===== src/rtl/approx_mult_engine.sv =====
// Sequential approximate multiplier: reads eight operand pairs from the input memory,
// multiplies their leading-one windows by shift-and-add and writes shifted products out.
module approx_mult_engine #(
    parameter int num_of_words    = 8,
    parameter int bits_of_words   = 32,
    parameter int address_bits    = 3,
    parameter int in_bits         = 16,
    parameter int in_address_bits = 4,
    parameter int window_bits     = 8
) (
    input  logic                       clk,
    input  logic                       rst,
    input  logic                       start,
    output logic [in_address_bits-1:0] in_address,
    input  logic [in_bits-1:0]         in_word,
    output logic [address_bits-1:0]    address,
    output logic                       write_enable,
    output logic [bits_of_words-1:0]   word,
    output logic                       busy,
    output logic                       done
);

    localparam int SW   = $clog2(in_bits - window_bits + 1);
    localparam int SSW  = SW + 1;
    localparam int STW  = $clog2(window_bits);
    localparam int PW   = 2 * window_bits;

    typedef enum logic [2:0] {
        IDLE, RD_A, RD_B, LOAD, MULT, WR, DONE
    } state_t;

    state_t                  state, next_state;
    logic [address_bits-1:0] idx;
    logic [in_bits-1:0]      a_reg;
    logic [PW-1:0]           mcand;
    logic [PW-1:0]           acc;
    logic [PW-1:0]           acc_next;
    logic [window_bits-1:0]  mplier;
    logic [STW-1:0]          step;
    logic [SSW-1:0]          shift_sum;
    logic [SW+window_bits-1:0] norm_a, norm_b;

    // Returns {shift, window}: the 8 bits starting at the leading one, lower bits truncated.
    function automatic logic [SW+window_bits-1:0] normalize(input logic [in_bits-1:0] x);
        logic [SW-1:0] sh;
        sh = '0;
        for (int p = window_bits; p < in_bits; p++) begin
            if (x[p]) sh = SW'(p - window_bits + 1);
        end
        return {sh, window_bits'(x >> sh)};
    endfunction

    assign norm_a   = normalize(a_reg);
    assign norm_b   = normalize(in_word);
    assign acc_next = acc + (mplier[0] ? mcand : '0);

    assign in_address = {idx, state == RD_B};
    assign busy       = (state != IDLE);
    assign done       = (state == DONE);

    always_ff @(posedge clk or posedge rst) begin
        if (rst) state <= IDLE;
        else     state <= next_state;
    end

    always_comb begin
        next_state = state;
        case (state)
            IDLE: if (start) next_state = RD_A;
            RD_A: next_state = RD_B;
            RD_B: next_state = LOAD;
            LOAD: next_state = MULT;
            MULT: if (step == STW'(window_bits - 1)) next_state = WR;
            WR:   next_state = (idx == address_bits'(num_of_words - 1)) ? DONE : RD_A;
            DONE: next_state = IDLE;
            default: next_state = IDLE;
        endcase
    end

    always_ff @(posedge clk or posedge rst) begin
        if (rst) begin
            idx          <= '0;
            a_reg        <= '0;
            mcand        <= '0;
            acc          <= '0;
            mplier       <= '0;
            step         <= '0;
            shift_sum    <= '0;
            address      <= '0;
            word         <= '0;
            write_enable <= 1'b0;
        end else begin
            write_enable <= (next_state == WR);
            case (state)
                IDLE: if (start) idx <= '0;
                RD_B: a_reg <= in_word;
                LOAD: begin
                    mcand     <= PW'(norm_a[window_bits-1:0]);
                    mplier    <= norm_b[window_bits-1:0];
                    shift_sum <= SSW'(norm_a[SW+window_bits-1:window_bits])
                               + SSW'(norm_b[SW+window_bits-1:window_bits]);
                    acc       <= '0;
                    step      <= '0;
                end
                MULT: begin
                    acc    <= acc_next;
                    mcand  <= mcand << 1;
                    mplier <= mplier >> 1;
                    step   <= step + 1'b1;
                    // Output registers load on the final step so they are valid throughout WR.
                    if (step == STW'(window_bits - 1)) begin
                        word    <= bits_of_words'(acc_next) << shift_sum;
                        address <= idx;
                    end
                end
                WR: if (idx != address_bits'(num_of_words - 1)) idx <= idx + 1'b1;
                default: ;
            endcase
        end
    end

endmodule


===== config.mk =====
export PLATFORM = sky130hd
export DESIGN_NAME = approx_mult_engine
export DESIGN_NICKNAME = d
export VERILOG_FILES = /design/src/rtl/approx_mult_engine.sv
export SDC_FILE = /design/constraint.sdc
export NUM_CORES = 1
export LEC_CHECK = 0
export BUFFER_PORTS_ARGS = -buffer_cell sky130_fd_sc_hd__buf_4
export CAP_MARGIN = 40
export CORE_ASPECT_RATIO = 1.4
export CORE_MARGIN = 2
export CORE_UTILIZATION = 35
export DETAILED_ROUTE_END_ITERATION = 6
export PLACE_DENSITY_LB_ADDON = 0.3
export SYNTH_ARGS = -nofsm -noshare
export SYNTH_HDL_FRONTEND = slang
export SYNTH_SLANG_ARGS = --single-unit

===== constraint.sdc =====
create_clock -name clk -period 9.8 [get_ports clk]
set_clock_uncertainty 0.2 [all_clocks]
set_input_delay 0.98 -clock clk [delete_from_list [all_inputs] [get_ports clk]]
set_output_delay 0.98 -clock clk [all_outputs]
set_load 0.005 [all_outputs]

==> results of run 1 <==
==> logic make-up (layout without fill, tap and decap cells) <==
| kind of cell | count (synthesis) | count (layout) | share of synthesized area [%] |
|---|---|---|---|
| buffers and inverters | 73 | 111 | 4.05 |
| multiplexers | 82 | 82 | 13.6 |
| flip-flops | 106 | 106 | 36.0 |
| adder cells (fa/ha/maj) | 25 | 25 | 4.46 |
| AND/OR/NAND/NOR | 248 | 248 | 15.8 |
| XOR/XNOR | 11 | 11 | 1.31 |
| AO/OA/AOI/OAI | 249 | 249 | 24.7 |
==> how the worst min path moves through the flow <==
stage | end | slack, ns | depth (start not counted)
3_3_place_gp | word[7]$_DFFE_PP0P_ | 0.26 | 2
4_1_cts | word[7]$_DFFE_PP0P_ | 0.28 | 2
6_report | word[7]$_DFFE_PP0P_ | 0.27 | 2
3_5_place_dp | word[7]$_DFFE_PP0P_ | 0.26 | 2
2_1_floorplan | mplier[7]$_DFFE_PP0P_ | 0.25 | 2
5_1_grt | word[7]$_DFFE_PP0P_ | 0.30 | 2
==> layout make-up <==
class	instances	area, µm²
inverter	21	81.3
fill	2046	12200
timing repair buffer	74	596
multi-input combinational	615	4420
clock inverter	7	95.1
clock buffer	9	225
sequential	106	2650
tap	256	320
==> power by group through the flow <==
stage                     clock, mW  combinational [mW]  sequential (mW)
after global routing          0.419               0.777            0.605
final                         0.393               0.709            0.593
after floorplan                   0               0.493            0.576
after CTS                     0.403               0.702            0.594
after global placement            0               0.681            0.606
after detailed placement          0               0.698            0.601
==> Yosys cell counts (8+ instances only) <==
cell type and number:
nand3_1 11, inv_1 17, mux4_2 12, a211oi_1 11, o21ai_0 46, mux2_2 24, nor3_1 13, and3_1 8
a22oi_1 12, nand2_1 94, o31ai_1 10, and2_1 23, a21o_1 12, nor2_1 58, dfrtp_1 106, clkbuf_1 45
mux2i_1 46, a21oi_1 41, o211ai_1 14, a22o_1 28, ha_1 23
==> critical path, stage by stage, from the launching register on <==
cell	delay [ns]
dfrtp_1	0.53
and2_1	0.21
ha_1	0.21
fa_1	0.42
a21o_1	0.20
a221oi_2	0.40
a21oi_1	0.21
or3_1	0.43
and2_1	0.23
mux4_2	0.54
a21o_1	0.22
a221o_1	0.29
==> metrics by stage <==
stage	hold WS, ns	std cells	instance area [µm²]	power, mW	setup WS [ns]
after floorplan	0.250	794	7360	1.07	5.83
after global placement	0.256	1070	8010	1.29	5.68
after detailed placement	0.258	1072	8070	1.30	5.59
after CTS	0.277	1088	8390	1.70	5.57
after global routing	0.299	1088	8390	1.80	5.36
final	0.270	1088	8390	1.69	5.59
==> metal layers <==
layer,routed length (µm),global-route usage (%),vias to the layer above,part of all wire [%]
li1,-,-,3048,-
met2,10000,31.4,196,49
met5,0,0,-,0
met1,8560,22.9,3069,42
met4,1030,10.3,0,5.0
met3,800,2.83,66,3.9
==> summary.md, run 1 <==
| Metric | Value |
|---|---|
| CTS buffer count | `9` |
| Boundary pin count | `61` |
| Synth Instances | `794` |
| DP HPWL | `15.4 mm` |
| Syn Std Cell Area | `7360 µm²` |
| First-pass GRT wire length | `33.7 mm` |
| CTS hold repair buffers | `0` |
| Post-synthesis area per instance | `9.27 µm²` |
| Total number of vias | `6379` |
| Final core utilization | `40.8%` |
| Site Rows | `62` |
| H-tree Lvls | `3` |
| Clock sink count | `106` |
| RSZ-0062 raised after global routing | `no` |
| Nets | `871` |
| Combinational power share | `41.8%` |
| Syn nets | `838` |
| Detail Route Antenna Nets | `0` |
| Ys Warns | `0` |
| Sequential cell fraction of total power | `35.0%` |
| Peak VDD IR | `0.0976 mV` |
| Largest net degree at the start of global routing | `47` |
| Top cells by area, synth | `dfrtp_1 (36%), mux2i_1 (6.3%), nand2_1 (4.8%)` |
| Rel. slew slack | `47.0%` |
| Hold Path Class | `reg -> reg` |
| EDFF count, synth | `0` |
| CTS max path bufs | `2` |
| Tcrit/Tclk final | `42.9%` |
| Max FO, Critical Path | `17` |
| Most common cell after layout, fill and taps aside | `dfrtp_1` |
| GRT Total Usage | `18.7%` |
| Min Tclk post-route | `4.21 ns` |
| DR WL/cell | `18.8 µm` |
| CP startpoint kind | `register` |
| Clock tree from TritonCTS | `yes` |
| Yosys top cell area share | `36.0%` |
| Worst EP required | `9.84 ns` |
| Drt first pass iters | `7` |
| Initial Utilization | `35.8%` |
| Sequential share of the synthesized area | `36.0%` |
| Distinct cells, synth | `74` |
| Clk pwr share | `23.2%` |
| Reg2reg setup slack | `5.59 ns` |
| Setup TNS Final | `0 ns` |
| CP Capture Point | `word[26]$_DFFE_PP0P_` |
| Ratio of cells with drive above 1 in the final layout | `17.5%` |
| Post-CTS Resized | `0` |
| End of the worst register-to-register path | `word[26]$_DFFE_PP0P_` |
| Cell taking the most area after synthesis | `dfrtp_1` |
| Status | `completed` |
| Yosys reg bits | `106` |
| N_diodes | `0` |
| Fmax | `238 MHz` |
| Core Area | `20600 µm²` |
| Number of port buffers | `60` |
| Die area | `22200 µm²` |
| Max reg flops | `32` |
| Hold Fails Final Rpt | `0` |
| Most frequent cells in the layout | `dfrtp_1 (106), nand2_1 (94), buf_4 (72)` |
| Setup Crit Path Kind | `reg -> reg` |
| Crit path from | `mplier[0]$_DFFE_PP0P_` |
| HP Start | `word[7]$_DFFE_PP0P_` |
| Critical R2R Launch | `mplier[0]$_DFFE_PP0P_` |
| Power Density | `202 nW/µm²` |
| Skew-Pair Late Insertion Delay | `0.37 ns` |
| Via density | `5.86` |
| Slew @ Worst Pin | `0.795 ns` |
| Die Width | `127 µm` |
| Final Setup Violations | `0` |
| Area grow syn2layout | `14.0%` |
| Global route overflow | `0` |
| DR iter-0 viols | `455` |
| Placer Congestion | `0.935` |
| Sw frac | `38.8%` |
| Initial antenna violation count | `0` |
| Crit path capture type | `register` |
| P_int | `1.04 mW` |
| Post-synthesis async set-or-reset flop share | `100%` |
| Final Max Tran Viols | `0` |
| Pleak | `3.80 nW` |
| CTS root buf | `clkbuf_16` |
| Top FF cell, synth | `dfrtp_1` |
| Clk pin slew, worst setup/hold paths | `0.08 ns` |
| Reg2reg path depth | `11` |
| Max-Cap Viols | `0` |
| Final WL | `20.4 mm` |
| Die Ht | `176 µm` |
| Post-CTS setup buffers | `0` |
| Psw | `658 µW` |
| Biggest register | `word` |
| CP Data Arrival Time | `4.25 ns` |
| Drt drc | `0` |
| Vias in the first global route | `6270` |
(Power assumes the default switching activity.)
==> inputs of run 2 (changes only) <==
--- a/config.mk
+++ b/config.mk
@@ -5,6 +5,7 @@
 export SDC_FILE = /design/constraint.sdc
 export NUM_CORES = 1
 export LEC_CHECK = 0
+export ABC_AREA = 1
 export BUFFER_PORTS_ARGS = -buffer_cell sky130_fd_sc_hd__buf_4
 export CAP_MARGIN = 40
 export CORE_ASPECT_RATIO = 1.4
==> constraint.sdc (replaced) <==
create_clock -name clk -period 3.7 [get_ports clk]
set_clock_uncertainty 0.2 [all_clocks]
set_input_delay 0.37 -clock clk [delete_from_list [all_inputs] [get_ports clk]]
set_output_delay 0.37 -clock clk [all_outputs]
set_load 0.005 [all_outputs]
==> run 2 against run 1 <==
Net effect:
- non-clock buffer count is 5 higher
- die area up 0.66%
- critical path type unchanged
- sequential power rose to 2.6 times the previous value
==> summary.md, run 2 <==
| Metric | Value |
|---|---|
| Top cells by area, synth | `dfrtp_1 (36%), nand2_1 (16%), nand3_1 (8.8%)` |
| Ratio of cells with drive above 1 in the final layout | `14.8%` |
| Min Hold Slack | `0.0229 ns` |
| DR WL/cell | `15.5 µm` |
| Worst hold endpoint | `a_reg[7]$_DFFE_PP0P_` |
| CP Data Arrival Time | `3.15 ns` |
| Placer Congestion | `0.974` |
| Max-Cap Viols | `0` |
| End of the worst register-to-register path | `word[8]$_DFFE_PP0P_` |
| Hold depth | `3` |
| Worst EP required | `3.77 ns` |
| Clock sink count | `106` |
| Die Width | `127 µm` |
| Status | `completed` |
| Yosys top cell area share | `35.8%` |
| Slew @ Worst Pin | `0.756 ns` |
| Rel. slew slack | `49.6%` |
| Crit path capture type | `register` |
| RSZ-0062 raised after global routing | `no` |
| Nets | `1154` |
| Most common cell after layout, fill and taps aside | `nand2_1` |
| Skew-Pair Late Insertion Delay | `0.37 ns` |
| Syn Std Cell Area | `7410 µm²` |
| Critical Path Max Stage Delay | `0.57 ns` |
| Post-CTS setup buffers | `0` |
| Setup TNS Final | `0 ns` |
| DP HPWL | `16.3 mm` |
| Final WL | `21.3 mm` |
| Hold Fails Final Rpt | `0` |
| Post-synthesis area per instance | `6.98 µm²` |
| HP Start | `in_word[7]` |
| Core Area | `21000 µm²` |
| Die Ht | `176 µm` |
| Biggest register | `word` |
| Delay-heaviest family, CP | `simple AND/OR/NAND/NOR gates` |
| Syn nets | `1105` |
| Number of port buffers | `60` |
| Min Tclk post-route | `3.08 ns` |
| N_diodes | `0` |
| GRT Total Usage | `19.5%` |
| Ys Warns | `0` |
| Distinct cells, synth | `48` |
| Boundary pin count | `61` |
| Max FO, Critical Path | `17` |
| Fmax | `325 MHz` |
| Clock tree from TritonCTS | `yes` |
| DR iter-0 viols | `440` |
| Buf/Inv on CP | `2` |
| CTS hold repair buffers | `1` |
| Peak VDD IR | `0.248 mV` |
| Final Max Tran Viols | `0` |
| Drt drc | `0` |
| Reg2reg path depth | `18` |
| # fillers | `2226` |
| Cell with the most instances after synthesis | `nand2_1` |
| Via density | `5.19` |
| CTS buffer count | `9` |
| Max reg flops | `32` |
| Clk pin slew, worst setup/hold paths | `0.09 ns` |
| Final Setup Violations | `0` |
| EDFF count, synth | `0` |
| Drt first pass iters | `5` |
| Cell taking the most area after synthesis | `dfrtp_1` |
| Commonest cells in the synthesized netlist | `nand2_1 (323), inv_1 (132), nand3_1 (130), dfrtp_1 (106), o21ai_0 (68)` |
| Most used cell along the critical path | `nand2_1` |
| Most frequent cells in the layout | `nand2_1 (323), inv_1 (131), nand3_1 (130)` |
| Global route overflow | `0` |
| Tcrit/Tclk final | `83.2%` |
| CP startpoint kind | `register` |
| Die area | `22400 µm²` |
| Initial Utilization | `35.3%` |
| Top FF cell, synth | `dfrtp_1` |
| Max stage delay cell, worst path | `dfrtp_1` |
| CTS root buf | `clkbuf_16` |
| Post-synthesis async set-or-reset flop share | `100%` |
| Vias in the first global route | `6833` |
| Reg2reg setup slack | `0.62 ns` |
| Area grow syn2layout | `13.7%` |
| Power Density | `509 nW/µm²` |
| Site Rows | `63` |
| Post-CTS Resized | `0` |
| Initial antenna violation count | `0` |
| Hold Path Class | `in -> reg` |
| H-tree Lvls | `3` |
| First-pass GRT wire length | `34.8 mm` |
| Critical Path, Cell by Cell | `nand2_1 > inv_1 > ha_1 > fa_1 > nand3_1 > nand3_1 > nand2_1 > nand3b_1 > nand2_1 > inv_1 > nand2_1 > nand3_1 > nand2_1 > nand2_1 > o21ai_1 > nand2_1 > nand3_1 > nand2_1` |
| Total number of vias | `7139` |
| Detail Route Antenna Nets | `0` |
| Yosys reg bits | `106` |
| Synth Instances | `1061` |
| CTS max path bufs | `2` |
| Setup Crit Path Kind | `reg -> reg` |
| Sequential share of the synthesized area | `35.8%` |
| Critical R2R Launch | `mplier[0]$_DFFE_PP0P_` |
| Pleak | `4.48 nW` |
| Largest net degree at the start of global routing | `60` |
==> run 2: cell count changes in the layout (fill, tap and decap cells not counted), sizes merged, moves of 23 or more <==
| cell | before | now |
|---|---|---|
| mux2i | 46 | 1 |
| o21ai | 46 | 84 |
| nand2 | 94 | 341 |
| nand3 | 11 | 149 |
| mux2 | 24 | 0 |
| inv | 21 | 141 |
| a22o | 29 | 6 |
| and2 | 25 | 1 |
==> run 2: layout make-up <==
class                   instances  area [µm²]  area share, %
clock buffers                   9         225           2.67
clock inverters                 7        80.1          0.950
inverters                     139         524           6.22
multi-input cells             775        4020           47.7
flip-flops and latches        106        2650           31.5
well taps                     260         325           3.86
repair buffers                 79         596           7.07
==> run 2: cells by family (layout without fill, tap and decap cells) <==
logic type	count (synthesis)	after routing	share of synthesized area (%)
AND/OR/NAND/NOR	574	574	35.1
buffers and inverters	180	234	9.90
AO/OA/AOI/OAI	166	166	13.6
flip-flops	106	106	35.8
adder cells (fa/ha/maj)	25	25	4.43
XOR/XNOR	9	9	1.06
multiplexers	1	1	0.135
==> run 2: metal layers <==
layer	GRT usage [%]	wire length, µm	vias up
li1	-	-	3574
met1	22.9	8810	3340
met2	34.6	10800	167
met3	2.27	634	58
met4	10.5	986	0
met5	0	0	-
==> run 2: worst register-to-register path, cell delays in order (launching register included) <==
cell and delay (ns):
dfrtp_1 0.57, nand2_1 0.13, inv_1 0.05, ha_1 0.23, fa_1 0.43, nand3_1 0.09, nand3_1 0.15, nand2_1 0.12
nand3b_1 0.08, nand2_1 0.11, inv_1 0.07, nand2_1 0.07, nand3_1 0.10, nand2_1 0.11, nand2_1 0.05, o21ai_1 0.15
nand2_1 0.11, nand3_1 0.11, nand2_1 0.06
==> run 2: worst max path at each step <==
stage                     cells after the start              endpoint  slack (ns)             startpoint
after floorplan                               1  a_reg[0]$_DFFE_PP0P_        0.34                    rst
after global placement                       16  word[15]$_DFFE_PP0P_        0.67  mplier[0]$_DFFE_PP0P_
after detailed placement                     18   word[8]$_DFFE_PP0P_        0.62  mplier[0]$_DFFE_PP0P_
after CTS                                    18   word[8]$_DFFE_PP0P_        0.62  mplier[0]$_DFFE_PP0P_
after global routing                         18   word[8]$_DFFE_PP0P_        0.33  mplier[0]$_DFFE_PP0P_
final                                        18   word[8]$_DFFE_PP0P_        0.62  mplier[0]$_DFFE_PP0P_
==> run 2: power by group <==
part | internal (mW) | total (mW) | switching, mW
registers | 1.38 | 1.56 | 0.173
logic | 0.665 | 1.73 | 1.06
clock network | 0.483 | 1.01 | 0.523
total | 2.53 | 4.29 | 1.76
==> run 2: metrics by stage <==
step                setup WS [ns]  std cells  util [%]  total power [mW]  instance area [µm²]
global route                0.334       1375      40.2              4.59                 8430
detailed placement          0.619       1358      38.7              3.30                 8110
finish                      0.622       1375      40.2              4.29                 8430
global placement            0.671       1358      38.7              3.28                 8110
floorplan                   0.341       1061         -              2.72                 7410
CTS                         0.620       1375      40.2              4.32                 8430
